[config.mk]
export PLATFORM = sky130hd
export DESIGN_NAME = t02_mem_arbiter
export DESIGN_NICKNAME = d
export VERILOG_FILES = /design/src/rtl/t02_pkg.sv /design/src/rtl/t02_bus_timer.sv /design/src/rtl/t02_mem_arbiter.sv
export SDC_FILE = /design/constraint.sdc
export NUM_CORES = 1
export LEC_CHECK = 0
export CAP_MARGIN = 20
export CORE_UTILIZATION = 44
export DETAILED_ROUTE_END_ITERATION = 16
export PLACE_DENSITY = 0.93
export RECOVER_POWER = 100
export REMOVE_ABC_BUFFERS = 1
export SETUP_SLACK_MARGIN = 0.2
export SYNTH_ARGS = -nofsm -noshare
export SYNTH_HDL_FRONTEND = slang
export SYNTH_SLANG_ARGS = --single-unit
[constraint.sdc]
create_clock -name clk -period 4.5 [get_ports clk]
set_clock_uncertainty 0.15 [all_clocks]
set_input_delay 0.675 -clock clk [delete_from_list [all_inputs] [get_ports clk]]
set_output_delay 0.675 -clock clk [all_outputs]
set_load 0.005 [all_outputs]
[src/rtl/t02_pkg.sv]
// Shared types for the memory arbiter: FSM states, grant owner, latched bus command.
package t02_pkg;

  typedef enum logic [1:0] {
    IDLE = 2'd0,
    BUSY = 2'd1,
    RESP = 2'd2
  } arb_state_t;

  typedef enum logic [1:0] {
    GNT_NONE = 2'd0,
    GNT_I    = 2'd1,
    GNT_D    = 2'd2
  } grant_t;

  localparam logic [3:0] SEL_WORD = 4'hF;

  // Everything driven onto the bus for one transaction, captured at grant time
  typedef struct packed {
    logic [31:0] addr;
    logic [31:0] wdata;
    logic [3:0]  sel;
    logic        we;
  } bus_cmd_t;

  // Fetches are always full-word reads
  function automatic bus_cmd_t fetch_cmd(input logic [31:0] addr);
    bus_cmd_t c;
    c.addr  = addr;
    c.wdata = '0;
    c.sel   = SEL_WORD;
    c.we    = 1'b0;
    return c;
  endfunction

  function automatic bus_cmd_t data_cmd(input logic [31:0] addr, input logic [31:0] wdata,
                                        input logic [3:0] sel, input logic we);
    bus_cmd_t c;
    c.addr  = addr;
    c.wdata = wdata;
    c.sel   = sel;
    c.we    = we;
    return c;
  endfunction

endpackage

[src/rtl/t02_bus_timer.sv]
// Counts BUSY cycles; expired is high in the last allowed cycle of a transaction.
module t02_bus_timer #(
  parameter int TIMEOUT = 16
) (
  input  logic clk,
  input  logic rst,
  input  logic clear,
  input  logic enable,
  output logic expired
);

  localparam int CW = $clog2(TIMEOUT);
  localparam logic [CW-1:0] LAST = CW'(TIMEOUT - 1);

  logic [CW-1:0] count;

  // Restart on every new grant, count while the bus cycle is open, saturate at LAST
  always_ff @(posedge clk) begin
    if (rst || clear)
      count <= '0;
    else if (enable && (count != LAST))
      count <= count + CW'(1);
  end

  // The cycle with count == TIMEOUT-1 is the last one; a bus_ack in it still wins upstream
  assign expired = enable && (count == LAST);

endmodule

[src/rtl/t02_mem_arbiter.sv]
// Single-port memory arbiter: data load/store has priority over instruction fetch,
// one bus transaction at a time, registered read data and one-cycle acknowledges.
module t02_mem_arbiter
  import t02_pkg::*;
#(
  parameter int TIMEOUT = 16
) (
  input  logic        clk,
  input  logic        rst,
  input  logic        imem_req,
  input  logic [31:0] imem_addr,
  output logic [31:0] imem_rdata,
  output logic        imem_ack,
  input  logic        dmem_read,
  input  logic        dmem_write,
  input  logic [31:0] dmem_addr,
  input  logic [31:0] dmem_wdata,
  input  logic [3:0]  dmem_sel,
  output logic [31:0] dmem_rdata,
  output logic        dmem_ack,
  output logic        bus_req,
  output logic        bus_we,
  output logic [31:0] bus_addr,
  output logic [31:0] bus_wdata,
  output logic [3:0]  bus_sel,
  input  logic [31:0] bus_rdata,
  input  logic        bus_ack,
  output logic        stall,
  output logic        bus_err
);

  arb_state_t  state, state_nxt;
  grant_t      gnt;
  bus_cmd_t    cmd;
  logic [31:0] imem_rdata_q, dmem_rdata_q;
  logic        err_q;

  logic        illegal, grant_d, grant_i;
  logic        done_ok, done_to, expired;
  logic [31:0] done_data;

  // Decisions made in IDLE; data beats fetch, read+write together is rejected
  assign illegal = (state == IDLE) && dmem_read && dmem_write;
  assign grant_d = (state == IDLE) && (dmem_read ^ dmem_write);
  assign grant_i = (state == IDLE) && !dmem_read && !dmem_write && imem_req;

  // Completion in BUSY: an ack in the expiring cycle counts as success
  assign done_ok   = (state == BUSY) && bus_ack;
  assign done_to   = (state == BUSY) && !bus_ack && expired;
  assign done_data = (done_ok && !cmd.we) ? bus_rdata : 32'h0;

  t02_bus_timer #(.TIMEOUT(TIMEOUT)) u_timer (
    .clk     (clk),
    .rst     (rst),
    .clear   (grant_d || grant_i),
    .enable  (state == BUSY),
    .expired (expired)
  );

  // State register
  always_ff @(posedge clk) begin
    if (rst) state <= IDLE;
    else     state <= state_nxt;
  end

  // Next-state logic; RESP never grants so the requester can drop its level request
  always_comb begin
    state_nxt = state;
    case (state)
      IDLE: begin
        if (illegal)                  state_nxt = RESP;
        else if (grant_d || grant_i)  state_nxt = BUSY;
      end
      BUSY: if (done_ok || done_to)   state_nxt = RESP;
      RESP:                           state_nxt = IDLE;
      default:                        state_nxt = IDLE;
    endcase
  end

  // FSM-decoded outputs
  always_comb begin
    bus_req  = (state == BUSY);
    imem_ack = (state == RESP) && (gnt == GNT_I);
    dmem_ack = (state == RESP) && (gnt == GNT_D);
  end

  // Latch the winning command, capture read data on completion, raise the error pulse
  always_ff @(posedge clk) begin
    if (rst) begin
      gnt          <= GNT_NONE;
      cmd          <= '0;
      imem_rdata_q <= '0;
      dmem_rdata_q <= '0;
      err_q        <= 1'b0;
    end else begin
      err_q <= 1'b0;
      if (illegal) begin
        gnt          <= GNT_D;
        dmem_rdata_q <= '0;
        err_q        <= 1'b1;
      end else if (grant_d) begin
        gnt <= GNT_D;
        cmd <= data_cmd(dmem_addr, dmem_wdata, dmem_sel, dmem_write);
      end else if (grant_i) begin
        gnt <= GNT_I;
        cmd <= fetch_cmd(imem_addr);
      end
      if (done_ok || done_to) begin
        if (gnt == GNT_I) imem_rdata_q <= done_data;
        else              dmem_rdata_q <= done_data;
        err_q <= done_to;
      end
    end
  end

  assign bus_addr   = cmd.addr;
  assign bus_wdata  = cmd.wdata;
  assign bus_sel    = cmd.sel;
  assign bus_we     = cmd.we;
  assign imem_rdata = imem_rdata_q;
  assign dmem_rdata = dmem_rdata_q;
  assign bus_err    = err_q;

  // Freeze the core while a request is up and not being acknowledged this cycle
  assign stall = (imem_req || dmem_read || dmem_write) && !(imem_ack || dmem_ack);

endmodule

# == After elaboration in Yosys (flattened, before gate mapping) ==
# Cells that the tools add are included.
# op_classes
add_sub_neg,1
n_eq_ne,8
bitwise,2
muxes,15
n_reduce_logical,33
# ops
op,n
two-way mux 69 bit,2
two-way mux 32 bit,4
logical AND 1 bit,15
two-way mux 2 bit,6
logical OR 1 bit,6
AND reduction 2 bit,3
zero test 1 bit,5
"adder 4 x 1 -> 4 bit, second input constant",1
"equality test 2 x 1 -> 1 bit, second input constant",2
"equality test 2 bit, second input constant",2
"equality test 4 bit, second input constant",1
"!= test 4 bit, second input constant",1
one-hot mux 2 bit (2 select lines),1
"!= test 3 x 2 -> 1 bit, second input constant",1
nonzero test 3 bit,1
OR reduction 3 bit,1
zero test 2 bit,1
two-way mux 1 bit,2
"!= test 2 bit, second input constant",1
nonzero test 2 bit,1
inverter 1 bit,1
XOR 1 bit,1
# totals
ff_bits,142
out_inout_bits,138

# == Longest topological paths before layout ==
# logic_depth
word_depth,8
depth_mapped,8
depth_no_buf,4

# == Modules after synthesis ==
# Synthesis repeated with hierarchy kept, for this count alone.
# unflattened
hier_cells,644
area_unflattened_um2,5810.6
# modules_own_cells
mod,n_inst,area_each_um2,cells_each,seq_area_each_um2
t02_mem_arbiter,1,5619.1,621,2762.6
t02_bus_timer,1,191.4,23,80.1

# == Least setup slack after synthesis ==
# No wires, ideal clock.
# synth_path
path_type,input-to-reg
from,in dmem_read
to,reg cmd (netlist bit bus_addr[31])
path_stages,5
n_path_buf,2
t_required_ns,4.227
t_arrival_ns,1.848
slack_ns,2.380
cell_sequence,buf_6 -> a211oi_4 -> a21oi_4 -> buf_6 -> a221o_2
# synth_via
elab_chain_len,6
word_cells_on_any_way,12
classes_between,1 x mux; 2 x bitwise; 9 x reduce/logical
# synth_rtl
element,line,source
start: declaration,t02_mem_arbiter.sv:14,"input logic dmem_read,"
zero test 1 bit,t02_mem_arbiter.sv:45,assign grant_i = (state == IDLE) && !dmem_read && !dmem_write && imem_req;
logical AND 1 bit (3 in a row),t02_mem_arbiter.sv:45,
nonzero test 2 bit (no line),--,
AND reduction 2 bit (no line),--,
end signal: assignment,t02_mem_arbiter.sv:103,"cmd <= data_cmd(dmem_addr, dmem_wdata, dmem_sel, dmem_write);"
end signal: assignment,t02_mem_arbiter.sv:106,cmd <= fetch_cmd(imem_addr);
end: declaration,t02_mem_arbiter.sv:34,bus_cmd_t cmd;
# Several ways; a longest one is shown, not always the timed one.
# A chain may end at the register's enable or synchronous reset.

# == Worst setup path after layout ==
# layout_path
from,in dmem_write
to,reg cmd (netlist bit bus_addr[6])
# layout_via
elab_chain_len,5
word_cells_on_any_way,10
classes_between,1 x mux; 2 x bitwise; 7 x reduce/logical
# layout_rtl
element,line,source
start: declaration,t02_mem_arbiter.sv:15,"input logic dmem_write,"
zero test 1 bit,t02_mem_arbiter.sv:45,
logical AND 1 bit (2 in a row),t02_mem_arbiter.sv:45,
nonzero test 2 bit (no line),--,
AND reduction 2 bit (no line),--,
# Several ways; a longest one is shown, not always the timed one.

==> metrics.cfg <==
[hold_path]
holdPathEnd=imem_rdata[31]
hold_start=imem_rdata[31]
hold_path.class=register to register
hold_path_depth=2

[global_route]
antenna_found_initial=0
grt_overflow=0
grt.busiest_layer=met2
first_global_vias=5238
met3_usage_pct=7.36
grt_first_pass_wirelength_um=27000
gr-usage-all-layers_pct=25.9
use_met2_pct=46.5
met1_usage_pct=29.0
grt_max_degree=78

[layout]
diodes=0
layout-drive-gt1-share_pct=5.84
final_nets=913
fill_cells=922
syn2layout_area_growth_pct=56.6

[logic_synthesis]
yosys-top-cells-count=dfxtp_1, nand3b_1, mux2i_1, nand2b_1, nor3b_1
synth_ff_type=dfxtp_1
synth_cell_types=34
synth_mux_area_share_pct=11.0
yosysSeqAreaShare_pct=48.9
synth_warnings=0
synth_area_leaders=dfxtp_1, mux2i_1, nand3b_1
synth-xor-area-share_pct=0.280
ys_seq_elements=142
synth_top_area_share_pct=48.9
synth_edf_count=0
synth-compound-area-share_pct=13.4
synth_area_um2=5810
synth_area_per_cell_um2=11.1
syn_inst=523
synth-simple-area-share_pct=20.1
async_reset_ff_share_pct=0
synth.most_common_cell=dfxtp_1
synth_area_leader_cell=dfxtp_1
synth_top_family_by_area=simple AND/OR/NAND/NOR gates
synth-adder-area-share_pct=0.215

[drt]
drc=0
vias=5225
wl_per_cell_um=18.9
routed_via_density=5.45
postRouteAntennaNets=0
drt_iter0_markers=362
routed_wl_um=18200
drt_first_pass_iters=5

[timing]
fmax_mhz=293
relSlewSlack_pct=-29.5
maxSlewViolCount=140
rsz0062_at_grt=no
setup_tns_ns=0
setup_viol=0
hold_viol=0
fin_crit_ns=3.41
fin_crit_sh_pct=75.7
tightest_slew_ns=1.94

[clock_tree]
cts_tree=built
ctsResizeCount=0
post_cts_buffers=0
cts-buffers-inserted=17
clk_path_buf_depth=2
cts_hold_repair.buffers=0
clk-insertion-delay-late_ns=0.41
clkSinkCount=142
cts_root_buffer=clkbuf_16
h-tree-depth=4
worst_setup_hold_path_clk_slew_ns=0.06

[outcome]
status=finished, violations left
violations=max-capacitance violations, max-slew violations

[critical_path]
critPathTopFamily=buffers and inverters
reg2reg_to=imem_rdata[0]
r2r_cells=3
critPathMaxFanout=36
cp-start-kind=input port
path_cells=dlygate4sd3_1 -> xnor2_1 -> clkbuf_1 -> nor3b_1 -> a221o_2
reg2reg_setup_slack_ns=1.40
critPathKind=input port to register
worst_ep_required_time_ns=4.65
r2r_start=state[1]
end_kind=register
cp_data_arrival_time_ns=3.55
critPathSlowestCell=clkbuf_1
critPathMaxStageDelay_ns=1.22
critical_path_buf_inv_count=2

[floorplanning]
ioPinCount=276
die_w_um=117
dieArea_um2=13700
die_y_um=117
coreArea_um2=12700
fp-row-count=41
initial_core_util_pct=45.7

[placed_design]
gp_congestion=0.798
dp_hpwl_um=12400
port_buffers=275

[run]
cap_violations=4

[power]
p_total_mw=3.26
leakagePower_nw=4.00
power.density_nw_per_um2=359
ir_drop_v=0.000228

[layout by cell type, fill, tap and decap left out, types with 6 or more instances in the layout]
cell type and count:
nand3b_1 65, a22o_1 32, or3_1 6, o21ai_0 6, clkbuf_16 17, nor3_1 12
clkdlybuf4s50_1 134, a221o_1 28, dlygate4sd3_1 140, mux2i_1 64, clkbuf_1 7, nand2b_1 36
a21oi_1 15, nor3b_1 33, dfxtp_1 142
[layer usage]
metal | vias to the layer above | share of wire, %
met5 | - | 0
met4 | 0 | 2.5
met3 | 28 | 7.4
met2 | 220 | 52
met1 | 2544 | 38
li1 | 2433 | -
[logic make-up after synthesis]
group | after synthesis
buf+inv | 55
xor+xnor | 1
simple gates | 169
compound gates | 91
flops | 142
mux | 64
fa+ha+maj | 1
[worst max-delay path by stage]
stage	startpoint	to	slack (ns)	cells past startpoint
finish	dmem_write	bus_addr[6]	1.09	5
global route	dmem_write	bus_addr[16]	0.96	5
CTS	dmem_write	stall	1.41	4
detailed placement	dmem_read	bus_addr[10]	1.32	5
global placement	dmem_read	bus_addr[4]	1.42	5
floorplan	rst	dmem_rdata[0]	0.85	3
[report_power, final]
part	internal (mW)	switching, mW
logic	0.284	0.193
clock network	0.887	0.531
registers	1.32	0.0429
[flip-flops by register name, summed over array words and instances (netlist names)]
name and flops:
imem_rdata 32, bus_addr 32, u_timer.count 4, gnt 2, bus_err 1, bus_we 1, dmem_rdata 32, bus_wdata 32
bus_sel 4, state 2
[area by class of cell]
type | instances | area [um^2] | share of cell area [%]
Tap cell | 172 | 215 | 2.37
Clock inverter | 10 | 138 | 1.51
Sequential cell | 142 | 2840 | 31.2
Clock buffer | 22 | 454 | 4.99
Multi-Input combinational cell | 326 | 2620 | 28.8
Inverter | 2 | 7.51 | 0.0825
Timing Repair Buffer | 285 | 2820 | 31.0
[worst reg2reg max path, delay by kind of cell (launching register included)]
| family | cells | cell delay [ns] |
|---|---|---|
| flip-flops | 1 | 0.58 |
| multiplexers | 1 | 0.31 |
| AND/OR/NAND/NOR | 2 | 1.84 |
[metrics by stage]
step                      setup slack, ns  utilization (%)  cells  cell area, um^2  hold slack (ns)
final                                1.09             71.5    959             9100            0.323
after global routing                0.961             71.5    959             9100            0.339
after CTS                            1.41             71.7    958             9120            0.328
after detailed placement             1.32             67.0    926             8520            0.306
after global placement               1.42             67.0    926             8520            0.305
after floorplan                     0.851                -    470             5460            0.306
No activity file was read; power rests on OpenSTA's default activity.
